File: config.mk
export PLATFORM = sky130hd
export DESIGN_NAME = demux4_frame
export DESIGN_NICKNAME = d
export VERILOG_FILES = /design/src/rtl/demux4_frame.sv
export SDC_FILE = /design/constraint.sdc
export NUM_CORES = 1
export LEC_CHECK = 0
export CORE_UTILIZATION = 39
export CTS_CLUSTER_DIAMETER = 40
export CTS_CLUSTER_SIZE = 16
export DETAILED_ROUTE_END_ITERATION = 10
export HOLD_SLACK_MARGIN = 0.03
export PLACE_DENSITY = 0.74
export SLEW_MARGIN = 20
export SYNTH_ARGS = -nofsm -noshare
export SYNTH_HDL_FRONTEND = slang
export SYNTH_SLANG_ARGS = --single-unit
File: constraint.sdc
create_clock -name clk -period 1.75 [get_ports clk]
set_clock_uncertainty 0.2 [all_clocks]
set_input_delay 0.525 -clock clk [delete_from_list [all_inputs] [get_ports clk]]
set_output_delay 0.525 -clock clk [all_outputs]
set_load 0.05 [all_outputs]
File: src/rtl/demux4_frame.sv
// Purpose: 1-to-4 demux that assembles four lane writes into one frame for a valid/ready consumer.
// Latency: out_valid rises 1 cycle after the accept that completes the fourth distinct lane.
// Backpressure: in_ready drops while a frame is held; one bubble cycle after the frame handshake.
// Optional: define DEMUX4_PARITY_EN to add the registered frame parity output par.
module demux4_frame #(
    parameter int WIDTH = 1
) (
    input  logic               clk,
    input  logic               rst_n,
    input  logic               in_valid,
    output logic               in_ready,
    input  logic [WIDTH-1:0]   din,
    input  logic [1:0]         a,
    input  logic               auto,
    output logic [4*WIDTH-1:0] d,
    output logic [3:0]         lane_wr,
    output logic               out_valid,
    input  logic               out_ready,
`ifdef DEMUX4_PARITY_EN
    output logic               par,
`endif
    output logic [1:0]         ptr
);

    typedef enum logic {
        FILL = 1'b0,
        FULL = 1'b1
    } state_t;

    state_t             state;
    state_t             state_nxt;
    logic               accept;
    logic [1:0]         tgt;
    logic [4*WIDTH-1:0] d_nxt;
    logic [3:0]         lane_wr_nxt;
    logic [1:0]         ptr_nxt;
    logic               out_valid_nxt;

    // Next-state and next-register values; in_ready comes from state alone.
    always_comb begin
        state_nxt     = state;
        d_nxt         = d;
        lane_wr_nxt   = lane_wr;
        ptr_nxt       = ptr;
        out_valid_nxt = out_valid;
        in_ready      = (state == FILL);
        accept        = in_valid & (state == FILL);
        tgt           = auto ? ptr : a;
        case (state)
            FILL: begin
                if (accept) begin
                    d_nxt[int'(tgt)*WIDTH +: WIDTH] = din;
                    lane_wr_nxt[tgt]                = 1'b1;
                    if (auto) begin
                        ptr_nxt = ptr + 2'd1;
                    end
                    if (&lane_wr_nxt) begin
                        state_nxt     = FULL;
                        out_valid_nxt = 1'b1;
                    end
                end
            end
            FULL: begin
                // Frame is taken: clear write flags but leave lane data in place.
                if (out_ready) begin
                    lane_wr_nxt   = '0;
                    out_valid_nxt = 1'b0;
                    state_nxt     = FILL;
                end
            end
            default: state_nxt = FILL;
        endcase
    end

    // State and output registers.
    always_ff @(posedge clk or negedge rst_n) begin
        if (!rst_n) begin
            state     <= FILL;
            d         <= '0;
            lane_wr   <= '0;
            ptr       <= '0;
            out_valid <= 1'b0;
        end else begin
            state     <= state_nxt;
            d         <= d_nxt;
            lane_wr   <= lane_wr_nxt;
            ptr       <= ptr_nxt;
            out_valid <= out_valid_nxt;
        end
    end

`ifdef DEMUX4_PARITY_EN
    // Parity of the completed frame, captured on the edge that fills it.
    always_ff @(posedge clk or negedge rst_n) begin
        if (!rst_n) begin
            par <= 1'b0;
        end else if (state == FILL && state_nxt == FULL) begin
            par <= ^d_nxt;
        end
    end
`endif

endmodule
==> metrics <==
status=complete, but fails checks; failing checks=setup timing; GRT Overall Usage=20.6%; grt ovf=0; dpl cell area=1060 um^2; Slew Viols, Final=0; Die ar.=1770 um^2; crit end category=flip-flop; DR vias/cell=5.36; most frequent cells in the layout=buf_4, buf_12, dfrtp_1; DRT Wirelength=1890 um; clock sink total=12; FILL cells=79; Final Hold Vio Count=0; RSZ-0062 raised after global routing=yes; Worst Path Max Fanout=3; largest net degree at the start of global routing=13; syn_area_per_cell=10.6 um^2; H-tree Lvls=1; core area=1510 um^2; VDD IR-drop max=1220 uV; Post-Syn Area=627 um^2; Most used DFF post-synth=dfrtp_1; Final Net Count=110; Syn Inst Count=59; DRT antenna net count=0; TritonRoute pass-1 iters=4; placed wire-length estimate=1230 um; first-pass GRT wire length=2800 um; vias in the first global route=597; setup TNS=-0.00342 ns; setup violators final=1; minimum clock period=1.75 ns; final RePlAce weighted congestion=0.770; setup slack after layout=-0.00342 ns; critical path's slowest cell=mux2i_4; leading area contributor after synthesis=dfrtp_1; synth warn=0; layout cell share with drive strength beyond 1=56.3%; Layout area overhead=99.6%; Critical Path RT=1.71 ns; Clock Path Buffers=2; Area contributors post-synth=dfrtp_1, ha_1, nand2_1; Worst Path Arrival=1.71 ns; cts hold-fix bufs=0; Hold Crit Class=reg -> reg; FMAX=570 MHz; CTS tree=built; cell area after layout=1250 um^2; number of synthesized register bits=12; Critical Path Max Stage Delay=0.29 ns; CP Launch Type=primary input; worst slew pin tran=0.246 ns; Tcrit/Tclk final=100%; vias post-DR=600; relative slew slack=83.5%; CP Cell Sequence=buf_4 > mux2i_4 > buf_6 > inv_1 > ha_4 > nand2_2 > mux2_4; DRT iter0 DRCs=19; WL/cell=16.9 um; worst skew pair latency=0.27 ns; number of top-level pins=20; Die X-Extent=42.1 um; Residual DRC=0; number of synthesized flops with an enable pin=0; sequential fraction of the synthesis area=47.9%; post-synth cell types=25; Core Rows=14; share of the synthesized area in the top cell type=47.9%; leakage=0.000572 uW; P per Cell Area=1940 nW/um^2; synthesized net count=72; MaxCap Viol Count=0; WS Path Type=in -> reg; I/O Buffers=19; CTS clk-pin slew, worst paths=0.08 ns; Reg2Reg Setup Slack=-0.003 ns; starting density of the core=41.6%; initial antenna violation count=0; ant diodes=0; CTS buffer count=3; Die H=42.1 um; ys async rst share=100%; clk root buf=clkbuf_4
## metal layers
metal / wire length [um] / track usage [%] / vias up
met5: 0 / 0 / -
met1: 791 / 26.8 / 289
met2: 1020 / 35.6 / 23
li1: - / - / 286
met4: 2 / 3.75 / 0
met3: 78 / 4.74 / 2
## state kept, by name, summed over array words and instances, names as in the netlist
register   cells
d              4
lane_wr        4
out_valid      1
ptr            2
state          1
## synthesized netlist by cell type (2+ instances only)
cell,n
dfrtp_1,12
nand2_1,8
ha_1,5
inv_1,5
a21oi_1,4
o22ai_1,3
a21boi_0,2
a41o_2,2
xnor2_1,2
## through the flow
step / worst slack [ns] / power, uW / hold WS [ns] / utilization (%) / cells
4_1_cts: 0.00758 / 2340 / 0.365 / 80.9 / 111
3_5_place_dp: -0.834 / 1930 / 0.340 / 70.2 / 105
5_1_grt: -0.0366 / 2520 / 0.368 / 83.1 / 112
6_report: -0.00342 / 2420 / 0.352 / 83.1 / 112
2_1_floorplan: -0.0488 / 1190 / 0.0294 / - / 59
3_3_place_gp: -0.747 / 1910 / 0.326 / 70.2 / 105
## kinds of logic after synthesis
kind of cell	Yosys count	share of synthesized area, %
muxes	3	5.59
DFF	12	47.9
buffers and inverters	7	4.39
xor gates and xnor gates	2	2.79
and+or+nand+nor	15	11.2
adders and majority gates	5	9.98
AOI/OAI and AO/OA	15	18.2
## worst max-delay path: cells and delay by family
kind | cells | cell delay (ns)
buffers and inverters | 3 | 0.35
adders and majority gates | 1 | 0.19
and+or+nand+nor | 1 | 0.06
muxes | 2 | 0.58
## power by group
group / internal (uW) / switching [uW]
clock network: 126 / 103
logic: 819 / 817
registers: 398 / 161
total: 1340 / 1080
## final timing paths
| kind | cells after the start | to | from |
|---|---|---|---|
| min | 1 | lane_wr[1] | state |
| max in group asynchronous | 2 | state | rst_n |
| min in group asynchronous | 2 | lane_wr[0] | rst_n |
| max reg2reg | 6 | d[3] | ptr[1] |
| min reg2reg | 1 | lane_wr[1] | state |
| max | 7 | d[3] | auto |
## what timing repair did
action                     CTS  global route
setup endpoints to repair   10             9
setup buffers                2             1
resized for setup           29             8
pin swaps                    5             3
## cell type report
class                   count  area, um^2  share of cell area, %
clock buffers               4        36.3                   2.90
inverters                   6        22.5                   1.80
multi-input cells          40         438                   35.0
flip-flops and latches     12         304                   24.3
well taps                  16        20.0                   1.60
repair buffers             34         430                   34.4
No activity file was read; power rests on OpenSTA's default activity.
